**config.mk**
```make
export PLATFORM = sky130hd
export DESIGN_NAME = binconv_bn_sign_pack
export DESIGN_NICKNAME = d
export VERILOG_FILES = /design/src/rtl/binconv_bn_sign_pack_pkg.sv /design/src/rtl/binconv_bn_sign_pack_bn_sign_cmp.sv /design/src/rtl/binconv_bn_sign_pack.sv
export SDC_FILE = /design/constraint.sdc
export NUM_CORES = 1
export LEC_CHECK = 0
export ABC_AREA = 1
export BUFFER_PORTS_ARGS = -buffer_cell sky130_fd_sc_hd__buf_4
export CORE_ASPECT_RATIO = 1.75
export CORE_MARGIN = 1
export CORE_UTILIZATION = 25
export CTS_CLUSTER_SIZE = 28
export DETAILED_ROUTE_END_ITERATION = 10
export GPL_ROUTABILITY_DRIVEN = 1
export PLACE_DENSITY = 0.42
export SLEW_MARGIN = 40
export SYNTH_ARGS = -nofsm -noshare
export SYNTH_HDL_FRONTEND = slang
export SYNTH_HIERARCHICAL = 1
export SYNTH_SLANG_ARGS = --single-unit
```
**constraint.sdc**
```tcl
create_clock -name clk -period 5.4 [get_ports clk]
set_clock_uncertainty 0.1 [all_clocks]
set_input_delay 0.81 -clock clk [delete_from_list [all_inputs] [get_ports clk]]
set_output_delay 0.81 -clock clk [all_outputs]
set_load 0.05 [all_outputs]
```
**src/rtl/binconv_bn_sign_pack_pkg.sv**
```systemverilog
// Shared constants and width helpers for the binarized-conv BN/sign/pack stage.
// Layer geometry sets the default popcount partial width.
package binconv_bn_sign_pack_pkg;

  function automatic int clog2(input int value);
    int r;
    r = 0;
    while ((1 << r) < value) r++;
    return r;
  endfunction

  // Grouping counter needs at least one bit even when a channel is a single pass.
  function automatic int grp_width(input int groups);
    return (groups > 1) ? clog2(groups) : 1;
  endfunction

  localparam int LAYER_D    = 512;
  localparam int LAYER_FH   = 3;
  localparam int LAYER_FW   = 3;
  localparam int PSUM_W_DEF = clog2(LAYER_D * LAYER_FH * LAYER_FW + 1);

endpackage

```
**src/rtl/binconv_bn_sign_pack_bn_sign_cmp.sv**
```systemverilog
// Folded batch-norm + sign activation as an unsigned threshold compare.
// gamma<0 layers flip the compare direction.
module bn_sign_cmp #(
  parameter int W = 16
) (
  input  logic [W-1:0] sum,
  input  logic [W-1:0] thr,
  input  logic         flip,
  output logic         act
);

  assign act = flip ? (sum < thr) : (sum >= thr);

endmodule

```
**src/rtl/binconv_bn_sign_pack.sv**
```systemverilog
// Accumulates popcount partials per output channel, thresholds them to one
// activation bit and packs PACK bits per output word.
module binconv_bn_sign_pack
  import binconv_bn_sign_pack_pkg::*;
#(
  parameter int PSUM_W = PSUM_W_DEF,
  parameter int GROUPS = 1,
  parameter int ACC_W  = 16,
  parameter int PACK   = 32
) (
  input  logic                       clk,
  input  logic                       rst_n,
  input  logic                       in_valid,
  output logic                       in_ready,
  input  logic [PSUM_W-1:0]          in_psum,
  input  logic                       in_last,
  input  logic [ACC_W-1:0]           in_thr,
  input  logic                       in_flip,
  input  logic                       flush,
  output logic                       out_valid,
  input  logic                       out_ready,
  output logic [PACK-1:0]            out_data,
  output logic [clog2(PACK+1)-1:0]   out_nbits
);

  localparam int NB_W  = clog2(PACK + 1);
  localparam int GRP_W = grp_width(GROUPS);
  localparam logic [NB_W-1:0]  LAST_BIT = NB_W'(PACK - 1);
  localparam logic [GRP_W-1:0] LAST_GRP = GRP_W'(GROUPS - 1);

  logic [ACC_W-1:0] acc;
  logic [GRP_W-1:0] grp_cnt;
  logic [NB_W-1:0]  bit_cnt;
  logic [PACK-1:0]  pack_q;
  logic             flush_pend;

  logic             beat;
  logic             held;
  logic [ACC_W-1:0] sum;
  logic             ch_last;
  logic             close;
  logic             act;
  logic [PACK-1:0]  pack_ins;
  logic [NB_W-1:0]  cnt_ins;
  logic             word_full;
  logic             flush_req;
  logic             flush_emit;
  logic             load;

  // Both ports use valid/ready: a transfer happens on a rising clk edge where
  // valid and ready are both high. out_valid/out_data/out_nbits are held
  // stable until taken; in_ready only drops for a beat that would have to
  // overwrite a word the consumer has not yet taken.
  assign held     = out_valid & ~out_ready;
  assign in_ready = ~(held & ((bit_cnt == LAST_BIT) | flush_pend));
  assign beat     = in_valid & in_ready;

  // The first partial of a channel ignores whatever acc holds.
  assign sum     = ((grp_cnt == '0) ? '0 : acc) + ACC_W'(in_psum);
  assign ch_last = in_last | (grp_cnt == LAST_GRP);
  assign close   = beat & ch_last;

  bn_sign_cmp #(
    .W (ACC_W)
  ) u_cmp (
    .sum  (sum),
    .thr  (in_thr),
    .flip (in_flip),
    .act  (act)
  );

  // Packed view including this cycle's bit, so a concurrent flush sees it.
  always_comb begin
    pack_ins = pack_q;
    cnt_ins  = bit_cnt;
    if (close) begin
      pack_ins = pack_q | ({{(PACK-1){1'b0}}, act} << bit_cnt);
      cnt_ins  = bit_cnt + NB_W'(1);
    end
  end

  assign word_full  = close & (bit_cnt == LAST_BIT);
  assign flush_req  = flush | flush_pend;
  assign flush_emit = flush_req & ~held & ~word_full & (cnt_ins != '0);
  assign load       = word_full | flush_emit;

  always_ff @(posedge clk or negedge rst_n) begin
    if (!rst_n) begin
      acc     <= '0;
      grp_cnt <= '0;
    end else if (beat) begin
      if (ch_last) begin
        grp_cnt <= '0;
      end else begin
        acc     <= sum;
        grp_cnt <= grp_cnt + GRP_W'(1);
      end
    end
  end

  always_ff @(posedge clk or negedge rst_n) begin
    if (!rst_n) begin
      pack_q     <= '0;
      bit_cnt    <= '0;
      flush_pend <= 1'b0;
    end else begin
      if (load) begin
        pack_q  <= '0;
        bit_cnt <= '0;
      end else if (close) begin
        pack_q  <= pack_ins;
        bit_cnt <= cnt_ins;
      end
      // A flush that arrives while a word is held waits for that handshake.
      flush_pend <= flush_req & held;
    end
  end

  // A full word and a flushed word share one path: cnt_ins is PACK when full.
  always_ff @(posedge clk or negedge rst_n) begin
    if (!rst_n) begin
      out_valid <= 1'b0;
      out_data  <= '0;
      out_nbits <= '0;
    end else if (load) begin
      out_valid <= 1'b1;
      out_data  <= pack_ins;
      out_nbits <= cnt_ins;
    end else if (out_valid & out_ready) begin
      out_valid <= 1'b0;
    end
  end

endmodule

```
======== After elaboration in Yosys (flattened, before gate mapping) ========
Cells that the tools add are included.
operators by class
  equality and inequality tests ........... 1
  $add $sub $neg .......................... 3
  bitwise gates (word level) .............. 21
  magnitude comparators ................... 2
  muxes and demuxes ....................... 11
  shifts and indexed selects .............. 1
  reductions and logical operators ........ 4
operators with widths
  operator               number
  $mux W32               3
  $or A32 B32 Y32        1
  $shl A1 B6 Y32         1
  $mux W6                3
  $add A16 B13 Y16       1
  $ge A16 B16 Y1         1
  $lt A16 B16 Y1         1
  $mux W16               1
  $and A1 B1 Y1          10
  $add A6 B1 Y6 const B  1
  $eq A6 B5 Y1 const B   1
  $not A1 Y1             6
  $reduce_bool A6 Y1     1
  $mux W1                4
  $or A1 B1 Y1           4
  $reduce_bool A2 Y1     2
  $reduce_and A2 Y1      1
  $add A1 B1 Y1 const B  1
storage, ports and cells
  word-level logic and storage cells ...... 51
  output and inout port bits .............. 40
  flip-flop bits (word level) ............. 95
  bits of input ports ..................... 36

======== Logic depth before layout (Yosys ltp) ========
Gate-level depths: netlist of the first run.
  depth in word-level cells ............... 12
  gate-level depth with buffers ........... 31
  mapped depth without buffers ............ 30

======== Hierarchy ========
The synthesis of the first run kept the hierarchy.
modules (own cells, without submodules)
  module                instances  sequential area each (µm²)  cells each  area each (µm²)
  binconv_bn_sign_pack  1          2377.3                      633         4929.7
  bn_sign_cmp           1          0.0                         76          449.2

======== Least setup slack after synthesis of the first run ========
No wires, ideal clock.
  path type ............................... input-to-reg
  start ................................... input in_psum[0]
  end ..................................... register pack_q[31]
  setup time .............................. 0.069 ns
  arrival time ............................ 3.744 ns
  buffers on the path ..................... 0
  data required time ...................... 5.231 ns
  setup slack ............................. 1.487 ns
  cell stages on the path ................. 24
  cell sequence ........................... ha_1 > inv_1 > fa_1 > o21ai_0 > a21oi_1 > inv_1 > a21o_1 > nand2_1 > nand2_1 > nand2_1 > and2_1 > ha_1 > nand2_1 > nor2_2 > nand2_1 > o21ai_1 > nand3_1 > nand2_1 > nand2_1 > nor2_1 > nand2_1 > o31ai_1 > inv_1 > nor2_2
on the way
  word-level cells in the longest chain between the ends .. 8
  elaborated cells on any way between the ends .. 9
  those cells by class .................... 1 x add/sub; 2 x order compare; 1 x shift; 4 x mux; 1 x bitwise
RTL lines
  element                                                  line                                    RTL
  from (decl)                                              binconv_bn_sign_pack.sv:15              input logic [PSUM_W-1:0] in_psum,
  $add A16 B13 Y16 (*)                                     binconv_bn_sign_pack.sv:59              assign sum = ((grp_cnt == '0) ? '0 : acc) + ACC_W'(in_psum);
  via sum[12]                                              binconv_bn_sign_pack.sv:39              logic [ACC_W-1:0] sum;
  $ge A16 B16 Y1 / $lt A16 B16 Y1 (equally long branches)  binconv_bn_sign_pack_bn_sign_cmp.sv:12  assign act = flip ? (sum < thr) : (sum >= thr);
  $mux W1 (*)                                              binconv_bn_sign_pack_bn_sign_cmp.sv:12
  via act                                                  binconv_bn_sign_pack.sv:42              logic act;
  $shl A1 B6 Y32 (*)                                       binconv_bn_sign_pack.sv:77              pack_ins = pack_q | ({{(PACK-1){1'b0}}, act} << bit_cnt);
  $or A32 B32 Y32 (*)                                      binconv_bn_sign_pack.sv:77
  $mux W32 (*)                                             binconv_bn_sign_pack.sv:76              if (close) begin
  $mux W32 (*)                                             binconv_bn_sign_pack.sv:110             end else if (close) begin
  $mux W32 (*)                                             binconv_bn_sign_pack.sv:107             if (load) begin
  to (signal assigned)                                     binconv_bn_sign_pack.sv:111             pack_q <= pack_ins;
  to (decl)                                                binconv_bn_sign_pack.sv:34              logic [PACK-1:0] pack_q;
The timed path passes the listed nets; every way through them passes the cells marked *. The select of a mux whose other input is x is not followed.
A chain may end at the register's enable or synchronous reset.

======== Worst setup path after layout of the first run ========
  start ................................... register grp_cnt
  end ..................................... register out_data[19]
on the way
  elaborated cells on any way between the ends .. 18
  those cells by class .................... 1 x add/sub; 2 x order compare; 1 x shift; 4 x mux; 9 x bitwise; 1 x reduce/logical
RTL lines
  element                                                  line                                    RTL
  from (decl)                                              binconv_bn_sign_pack.sv:32              logic [GRP_W-1:0] grp_cnt;
  from (signal assigned)                                   binconv_bn_sign_pack.sv:96              grp_cnt <= grp_cnt + GRP_W'(1);
  $mux W16 (*)                                             binconv_bn_sign_pack.sv:59
  $add A16 B13 Y16 (*)                                     binconv_bn_sign_pack.sv:59
  via sum[12]                                              binconv_bn_sign_pack.sv:39
  $ge A16 B16 Y1 / $lt A16 B16 Y1 (equally long branches)  binconv_bn_sign_pack_bn_sign_cmp.sv:12
  $mux W1 (*)                                              binconv_bn_sign_pack_bn_sign_cmp.sv:12
  via act                                                  binconv_bn_sign_pack.sv:42
  $shl A1 B6 Y32 (*)                                       binconv_bn_sign_pack.sv:77
  $or A32 B32 Y32 (*)                                      binconv_bn_sign_pack.sv:77
  $mux W32 (*)                                             binconv_bn_sign_pack.sv:76
  to (signal assigned)                                     binconv_bn_sign_pack.sv:127             out_data <= pack_ins;
  to (decl)                                                binconv_bn_sign_pack.sv:22              output logic [PACK-1:0] out_data,
The timed path passes the listed nets; every way through them passes the cells marked *.

==> results.tsv, run 1 <==
metric	value	unit
status	complete, no violations	
cts_root_buffer	clkbuf_16	
p_clk_share	32.6	%
cts_setup_buffers	0	
ant_nets	0	
pwr_density_cell	336.2	nW/um^2
p_comb_share	28.9	%
p_leak	3.780	nW
timing.final.hold_violations	0	
path_clk_slew	0.07	ns
worstPathMaxFanout	7	
cts_buffer_depth	2	
min_path_type	in -> async	
rrSetupSlack	1.06	ns
route.final.wire_length	15520	um
cts_tree	yes	
tightest_slew	0.5895	ns
synth-main-ff-cell	dfrtp_1	
drive_above_1_share	16.20	%
grt_pass1_wl	25030	um
drtPass1Iterations	6	
htreeDepth	3	
remaining_drc_errors	0	
setup_violations	0	
fin_ws	1.065	ns
syn_inst	709	
cp.arrival	4.53	ns
fin_crit_sh	80.28	%
slew_violations	0	
crit_path_end_kind	register	
path_class	reg -> reg	
synth.net_count	776	
synth_edf_count	0	
avgSynthCellArea	7.587	um^2
hold_buffers	0	
gp_congestion	0.8070	
core_area	21020	um^2
clkSinkCount	95	
cts_buffers	9	
p_int	1.359	mW
drt-wirelength-per-cell	15.07	um
instances_no_fill	1030	
rows	70	
pre_cts_ws	0.7671	ns
insertion_delay	0.36	ns
peakVddDrop	183.4	uV
cp-endpoint	out_data[19]	
grt_antenna_before_repair	0	
cpMostUsedCell	nand2_1	
die-area	22130	um^2
grt_max_degree	50	
grt_use_total	14.98	%
start_util	25.59	%
start_kind	register	
post-route-util	30.81	%
cpPeakStageDelay	0.52	ns
seqPwrFrac	38.5	%
io_buffers	75	
worstPathRequired	5.59	ns
fill_cells	2311	
diodes	0	
slew-limit-headroom	60.70	%
viasPerCell	4.421	
cts_resized	0	
ys_seq_elements	95	
place_hpwl	11640	um
grt_pass1_vias	4708	
die_w	112.9	um
area_growth	20.40	%
reg2reg_depth	28	
rsz0062_at_grt	false	
cap_violations	0	
swShare	37.56	%
dieHeight	196.0	um
setup_tns	0	ns
yosys_warnings	6	
async_flop_share	100.0	%
fmax	0.2307	GHz
crit_slowest_cell	dfrtp_1	
synth-seq-area-share	44.20	%
hold_ws	0.3095	ns
top_level_ports	76	
min_period	4.335	ns
dp.cells	1014	
p_switching	0.8177	mW
drtIter0Drc	240	
cp-startpoint	grp_cnt	
fin_nets	840	
gr-total-overflow	0	
r2r-start	grp_cnt	
via_count	4554	
timing.rr.end	out_data[19]	
synth_cell_types	30	
synth_area	5379	um^2
## through the flow
stage                     power [mW]  area (um^2)
after global placement         1.492         6130
final                          2.177         6476
after CTS                      2.223         6476
after floorplan                1.337         5379
after detailed placement       1.499         6155
after global routing           2.315         6476
## cell type report
cell class	instances	area, um^2	area share [%]
clock buffers	10	229.0	3.536
flip-flops and latches	95	2377	36.71
inverters	104	390.4	6.028
multi-input cells	481	2444	37.73
well taps	252	315.3	4.869
repair buffers	82	628.1	9.699
clock inverters	6	92.59	1.430
## cell usage after synthesis, types with 2 or more instances
master | count | area, um^2
xnor2_1 | 6 | 52.55
nand2_1 | 214 | 803.3
a21oi_1 | 43 | 215.2
o21ai_0 | 7 | 35.03
nand4_1 | 10 | 62.56
a21o_1 | 3 | 22.52
buf_4 | 4 | 30.03
clkbuf_1 | 10 | 37.54
inv_2 | 5 | 18.77
dfrtp_1 | 95 | 2377
xor2_1 | 7 | 61.31
ha_1 | 30 | 375.4
buf_6 | 5 | 56.30
inv_1 | 99 | 371.6
and2_1 | 2 | 12.51
nor2_2 | 20 | 125.1
buf_2 | 9 | 45.04
o21bai_1 | 7 | 52.55
nand3_1 | 53 | 265.3
nor3_1 | 6 | 30.03
nand2_2 | 3 | 18.77
nor2_1 | 60 | 225.2
a31oi_1 | 4 | 25.02
## worst min-delay path by stage
stage / to / slack [ns] / cells after the start
floorplan: acc[0] / 0.34 / 2
global placement: acc[4] / 0.36 / 2
detailed placement: acc[4] / 0.36 / 2
CTS: pack_q[17] / 0.33 / 1
global route: out_data[11] / 0.34 / 1
finish: out_data[11] / 0.31 / 1
## per-layer routing
metal	vias to the layer above	global-route usage [%]	part of all wire, %
li1	2327	-	-
met1	2146	15.96	38
met2	60	28.81	57
met3	21	2.101	2.4
met4	0	6.530	2.8
met5	-	0	0
## cell usage in the layout (no fill, tap or decap), drive strengths merged
cell type  Yosys  routed
o21ai          8       8
xnor2          6       6
nand2        217     217
o21bai         7       7
nor3           6       6
clkinvlp       0       2
xor2           7       7
dfrtp         95      95
fa             1       1
nand3         54      54
buf           19      82
bufinv         0       2
a31oi          4       4
nor2          80      80
inv          104     106
a21o           3       3
nand4         10      10
o22ai          1       1
a21oi         43      43
clkbuf        10      10
ha            30      30
o31ai          1       1
a21boi         1       1
and2           2       2
## flip-flops by register name, summed over array words and instances, names as in the netlist
name / count
bit_cnt: 6
pack_q: 32
out_data: 32
out_valid: 1
grp_cnt: 1
out_nbits: 6
flush_pend: 1
acc: 16
## power groups by stage
stage | Clock (mW) | Sequential, mW | Combinational [mW]
3_5_place_dp | 0 | 0.851 | 0.647
4_1_cts | 0.738 | 0.838 | 0.647
6_report | 0.710 | 0.837 | 0.630
3_3_place_gp | 0 | 0.852 | 0.640
2_1_floorplan | 0 | 0.927 | 0.410
5_1_grt | 0.766 | 0.846 | 0.703
## critical path: cells and delay by family (launching register included)
kind / cells / cell delay [ns]
flops: 1 / 0.52
simple gates: 16 / 1.59
buf+inv: 4 / 0.30
compound gates: 5 / 0.94
fa+ha+maj: 3 / 0.83
## cell families (layout without fill, tap and decap cells)
group	Yosys count	in the layout	share of synthesized area (%)
compound gates	68	68	7.002
simple gates	369	369	28.87
fa+ha+maj	31	31	7.351
buf+inv	133	202	10.47
xor+xnor	13	13	2.117
flops	95	95	44.20
(Power assumes the default switching activity.)
==> run 2, diff against run 1 <==
Settings changed: PLACE_DENSITY 0.42 to 0.44.
Clock period 5.4 ns to 3.85 ns, I/O delays scaled along.
==> results.tsv, run 2 (synthesized netlist as in run 1, its figures left out) <==
metric	value	unit	change
rows	70		unchanged
drtPass1Iterations	4		-2
cts_tree	yes		
worstPathRequired	4.03	ns	-1.56 ns
dieHeight	196.0	um	unchanged
cap_violations	0		unchanged
cp.arrival	4.11	ns	-0.42 ns
p_leak	4.230	nW	+12%
htreeDepth	3		unchanged
fin_ws	-0.07870	ns	-1.144 ns
path_class	reg -> reg		
drtIter0Drc	216		-10%
start_util	25.59	%	unchanged
drive_above_1_share	35.46	%	+19 points
crit_path_end_kind	register		
fin_crit_sh	102.0	%	+22 points
final_common_cell	nand2_1		
fmax	0.2545	GHz	+10%
largestRegisters	out_data: 32 flops, pack_q: 32 flops, acc: 16 flops		
tightest_slew	0.6687	ns	+0.07927 ns
setup_violations	12		+12
io_buffers	75		unchanged
status	finished with violations		
min_period	3.929	ns	-0.4064 ns
core_area	21020	um^2	unchanged
viasPerCell	4.459		+0.85%
layout_common_cells	nand2_1, buf_4, dfrtp_1		
path_clk_slew	0.07	ns	about the same
diodes	0		unchanged
rsz0062_at_grt	true		
pwr_density_cell	412.9	nW/um^2	+23%
min_path_type	in -> async		
clkSinkCount	95		unchanged
grt_pass1_vias	5031		+6.9%
cts_buffer_depth	2		unchanged
gp_congestion	0.8405		+4.2%
top_level_ports	76		unchanged
insertion_delay	0.35	ns	about the same
peakVddDrop	359.6	uV	+96%
slew-limit-headroom	55.42	%	-5.3 points
gr-total-overflow	0		unchanged
place_hpwl	11910	um	+2.3%
grt_max_degree	64		+28%
slew_violations	0		unchanged
via_count	4896		+7.5%
grt_pass1_wl	26310	um	+5.1%
instances_no_fill	1098		+6.6%
worstPathMaxFanout	4		-3
power	3.124	mW	+44%
remaining_drc_errors	0		unchanged
ant_nets	0		unchanged
violations	negative setup slack		
die_w	112.9	um	unchanged
start_kind	register		
drt-wirelength-per-cell	15.26	um	+1.3%
fin_nets	908		+8.1%
cts_buffers	9		unchanged
timing.final.hold_violations	0		unchanged
die-area	22130	um^2	unchanged
area_growth	40.66	%	
grt_use_total	15.66	%	+0.68 points
route.final.wire_length	16760	um	+8.0%
cts_root_buffer	clkbuf_16		
dp.cells	1058		+4.3%
grt_antenna_before_repair	0		unchanged
run 2: changes by cell type in the layout (fill, tap and decap cells not counted), moves of 16 or more:
cell,delta
a21oi_1,-25
nor2_1,-16
buf_4,+61
a21oi_2,+19
nand2_2,+18
nand2_1,-26
run 2: power breakdown:
part           leakage, nW  internal, mW  switching [mW]
logic                 2.78         0.311           0.717
registers             1.30          1.09          0.0951
clock network        0.146         0.519           0.389
total                 4.23          1.92            1.20
run 2: per-stage QoR:
stage / TNS (ns) / worst slack (ns) / hold slack, ns / utilization (%) / cell area [um^2]
final: -0.5034 / -0.07870 / 0.1053 / 35.99 / 7566
after global routing: -13.05 / -0.3403 / 0.1622 / 35.99 / 7566
after CTS: -0.5173 / -0.07008 / 0.1573 / 34.20 / 7189
after detailed placement: -24.43 / -0.6321 / 0.3586 / 30.79 / 6471
after global placement: -23.85 / -0.6350 / 0.3568 / 30.77 / 6467
after floorplan: 0 / 0.09982 / 0.1819 / - / 5379
run 2: repair_timing:
item,CTS,global route
setup buffers,19,8
endpoints found under the setup margin,64,65
gates resized for setup,66,84
pin swaps,33,50
gates cloned,0,1
hold buffers,0,0
run 2: area by class of cell:
type / instances / area, um^2
inverters: 104 / 390.4
repair buffers: 150 / 1156
clock buffers: 12 / 246.5
well taps: 252 / 315.3
fillers: 2266 / 13450
clock inverters: 4 / 45.04
flip-flops and latches: 95 / 2379
multi-input cells: 481 / 3034
run 2: worst paths after layout:
| check | slack (ns) | start | cells past startpoint | to |
|---|---|---|---|---|
| worst max register to register | -0.08 | grp_cnt | 25 | pack_q[10] |
| min in group clk | 0.37 | acc[0] | 2 | acc[0] |
| max in group asynchronous | 2.80 | rst_n | 2 | pack_q[0] |
| worst min-delay path | 0.11 | rst_n | 1 | acc[9] |
| worst min register to register | 0.37 | acc[0] | 2 | acc[0] |
| worst max-delay path | -0.08 | grp_cnt | 25 | pack_q[10] |
run 2: worst max-delay path, stage by stage (launching register included):
cell,delay [ns]
dfrtp_2,0.44
buf_6,0.15
nand2_2,0.05
inv_2,0.05
ha_4,0.26
a21oi_4,0.16
nand2_4,0.09
nand3_2,0.08
nand4_1,0.18
a21oi_2,0.26
nor2_1,0.08
nand2_1,0.09
and2_4,0.17
ha_4,0.21
a21oi_2,0.12
o21ai_1,0.10
a21oi_4,0.14
nand3_2,0.09
nand2_4,0.11
buf_4,0.11
nand4_1,0.19
buf_6,0.21
nor2_2,0.10
a21oi_2,0.08
buf_4,0.15
nor2_2,0.08
run 2: metal layers:
layer	global-route usage (%)	wire length, um
met1	16.02	6289
met2	31.32	9623
met3	1.823	343
met4	6.530	498
met5	0	0
==> run 3, diff against run 2 <==
Settings changed: ABC_AREA 1 to not set.
==> results.tsv, run 3 <==
metric	value	unit	change
peakVddDrop	478.7	uV	+33%
route.final.wire_length	15060	um	-10%
swShare	46.11	%	+7.7 points
yosys.area_share.xor_xnor	3.500	%	+1.4 points
fin_crit_sh	116.4	%	+14 points
layout_common_cells	buf_4, dfrtp_1, nor2_1		
fmax	0.2232	GHz	-12%
synth.most_common_cell	dfrtp_1		
p_clk_share	20.0	%	-9.1 points
crit_slowest_cell	dfrtp_1		
grt_pass1_wl	23920	um	-9.1%
core_area	19280	um^2	-8.3%
ys_top_cells_by_area	dfrtp_1, a21oi_1, ha_1		
gp_congestion	0.8493		+1.0%
htreeDepth	3		unchanged
timing.rr.end	out_data[20]		
fin_ws	-0.6295	ns	-0.5508 ns
cp.arrival	4.65	ns	+0.54 ns
timing.final.hold_violations	0		unchanged
drive_above_1_share	41.29	%	+5.8 points
viasPerCell	4.771		+7.0%
ys_seq_elements	95		unchanged
cts_buffer_depth	2		unchanged
path_cells	and2_4 -> ha_4 -> inv_2 -> fa_2 -> nor2b_2 -> o31a_1 -> o31ai_4 -> buf_6 -> a31oi_4 -> o21ai_2 -> xnor2_1 -> and2_4 -> ha_4 -> a21o_1 -> a21oi_2 -> o31ai_4 -> mux2_4 -> nor3_4 -> nand3_2 -> nor2_4 -> buf_12 -> a21oi_4 -> a21oi_1		
avgSynthCellArea	9.723	um^2	+28%
final_common_cell	buf_4		
synth_cell_types	55		+83%
synth_top_family_by_area	simple AND/OR/NAND/NOR gates		
cap_violations	0		unchanged
synth_area	4969	um^2	-7.6%
die-area	20460	um^2	-7.5%
setup_violations	64		+52
dieHeight	188.5	um	-3.9%
violations	negative setup slack		
cp-startpoint	grp_cnt		
min_path_type	in -> async		
critPathTopFamily	compound AO/OA/AOI/OAI gates		
drtIter0Drc	127		-41%
remaining_drc_errors	0		unchanged
hold_buffers	0		unchanged
synth.net_count	578		-26%
clkSinkCount	95		unchanged
synthAdderAreaFrac	7.958	%	+0.61 points
rsz0062_at_grt	true		
p_comb_share	46.4	%	+14 points
tightest_slew	0.9030	ns	+0.2342 ns
cts_tree	yes		
reg2reg_depth	23		-8.0%
rows	67		-4.3%
path_clk_slew	0.07	ns	about the same
grt_max_degree	58		-9.4%
r2r-start	grp_cnt		
grt_pass1_vias	4532		-9.9%
ant_nets	0		unchanged
gr-total-overflow	0		unchanged
top_level_ports	76		unchanged
post-route-cell-area	7166	um^2	-5.3%
insertion_delay	0.35	ns	about the same
cts_root_buffer	clkbuf_16		
start_kind	register		
crit_path_end_kind	register		
status	finished with violations		
die_w	108.6	um	-3.8%
place_hpwl	10700	um	-10%
drtPass1Iterations	4		unchanged
synth_top_area_share	47.85	%	+3.7 points
p_int	2.287	mW	+19%
grt_use_total	15.48	%	-0.18 points
area_growth	44.22	%	
worstPathMaxFanout	8		+4
synth-simple-area-share	17.55	%	-11 points
io_buffers	75		unchanged
syn_inst	511		-28%
dpl_cell_area	6150	um^2	-5.0%
fin_nets	699		-23%
worstPathRequired	4.02	ns	about the same
synth_compound_area_share	15.49	%	+8.5 points
yosys-top-cells-count	dfrtp_1, a21oi_1, nor2_1		
rrSetupSlack	-0.63	ns	-0.55 ns
start_util	25.77	%	+0.18 points
seqPwrFrac	33.6	%	-4.4 points
cpPeakStageDelay	0.39	ns	-0.05 ns
synth-seq-area-share	47.85	%	+3.7 points
cts_buffers	9		unchanged
slew-limit-headroom	39.54	%	-16 points
slew_violations	0		unchanged
path_class	reg -> reg		
largestRegisters	out_data: 32 flops, pack_q: 32 flops, acc: 16 flops		
yosys.area.top_type	dfrtp_1		
async_flop_share	100.0	%	unchanged
drt-wirelength-per-cell	17.15	um	+12%
yosys_warnings	6		unchanged
p_leak	3.261	nW	-23%
p_switching	1.957	mW	+63%
via_count	4189		-14%
muxShareOfSynthArea	3.198	%	+3.2 points
synth-main-ff-cell	dfrtp_1		
critical_path_buf_inv_count	3		-2
pwr_density_cell	592.3	nW/um^2	+43%
instances_no_fill	878		-20%
dp.cells	850		-20%
diodes	0		unchanged
min_period	4.480	ns	+0.5508 ns
grt_antenna_before_repair	0		unchanged
synth_edf_count	0		unchanged
[run 3: cell count changes in the layout (fill, tap and decap cells not counted), sizes merged, moves of 7 or more]
cell | before | now
a21oi | 43 | 82
nand2 | 217 | 15
nand2b | 0 | 7
mux2 | 0 | 12
nor3 | 6 | 41
buf | 150 | 133
nand3 | 54 | 10
nand4 | 10 | 3
inv | 104 | 25
and2 | 2 | 15
xnor2 | 6 | 14
nor2 | 80 | 66
[run 3: routing by layer]
metal / vias up / global-route usage, % / routed length (um)
met1: 2041 / 17.45 / 6129
met2: 89 / 27.68 / 7899
met4: 0 / 7.380 / 518
met3: 26 / 2.525 / 515
li1: 2033 / - / -
met5: - / 0 / 0
[run 3: repair_timing]
action                                  CTS  global route
gates cloned                              0             0
endpoints found under the setup margin   64            64
gates resized for setup                  52            55
pin swaps                                47            59
setup buffers                             7             5
[run 3: power groups by stage]
stage	sequential (mW)	clock, mW	combinational [mW]
after global placement	1.43	0	1.84
after CTS	1.42	0.889	1.93
after floorplan	2.05	0	0.666
after detailed placement	1.43	0	1.87
final	1.43	0.851	1.97
after global routing	1.46	0.927	2.11
[run 3: layout make-up]
type / count / area [um^2]
clock inverter: 6 / 45.04
timing repair buffer: 133 / 1060
sequential: 95 / 2377
inverter: 24 / 90.09
multi-input combinational: 369 / 3063
tap: 241 / 301.5
fill: 1959 / 12120
clock buffer: 10 / 229.0
[run 3: worst max path at each step]
stage / to / slack [ns] / depth (start not counted)
final: out_data[20] / -0.63 / 23
after global routing: out_data[4] / -0.81 / 21
after CTS: out_data[24] / -0.61 / 23
after detailed placement: out_data[4] / -1.07 / 20
after global placement: out_data[0] / -1.06 / 22
after floorplan: out_data[2] / -0.23 / 21
[run 3: kinds of logic (layout without fill, tap and decap cells)]
kind of cell / count (synthesis) / count (layout)
AOI/OAI and AO/OA: 129 / 129
xor gates and xnor gates: 19 / 19
adders and majority gates: 31 / 31
buffers and inverters: 47 / 173
DFF: 95 / 95
muxes: 14 / 14
and+or+nand+nor: 176 / 176
[run 3: worst reg2reg max path, stage by stage (launching register included)]
cell and delay, ns:
dfrtp_1 0.39, and2_4 0.17, ha_4 0.16, inv_2 0.06
fa_2 0.21, nor2b_2 0.05, o31a_1 0.37, o31ai_4 0.31
buf_6 0.15, a31oi_4 0.07, o21ai_2 0.19, xnor2_1 0.13
and2_4 0.16, ha_4 0.19, a21o_1 0.17, a21oi_2 0.20
o31ai_4 0.11, mux2_4 0.32, nor3_4 0.19, nand3_2 0.17
nor2_4 0.14, buf_12 0.16, a21oi_4 0.07, a21oi_1 0.17
[run 3: metrics by stage]
| step | setup WS (ns) | hold WS, ns | setup TNS (ns) | utilization, % | total power [mW] |
|---|---|---|---|---|---|
| floorplan | -0.2269 | 0.1819 | -10.44 | - | 2.719 |
| global placement | -1.057 | 0.3641 | -61.62 | 31.84 | 3.269 |
| detailed placement | -1.071 | 0.3665 | -62.18 | 31.89 | 3.298 |
| CTS | -0.6058 | 0.1969 | -35.69 | 35.37 | 4.240 |
| global route | -0.8141 | 0.2224 | -48.49 | 37.16 | 4.494 |
| finish | -0.6295 | 0.1693 | -35.86 | 37.16 | 4.244 |
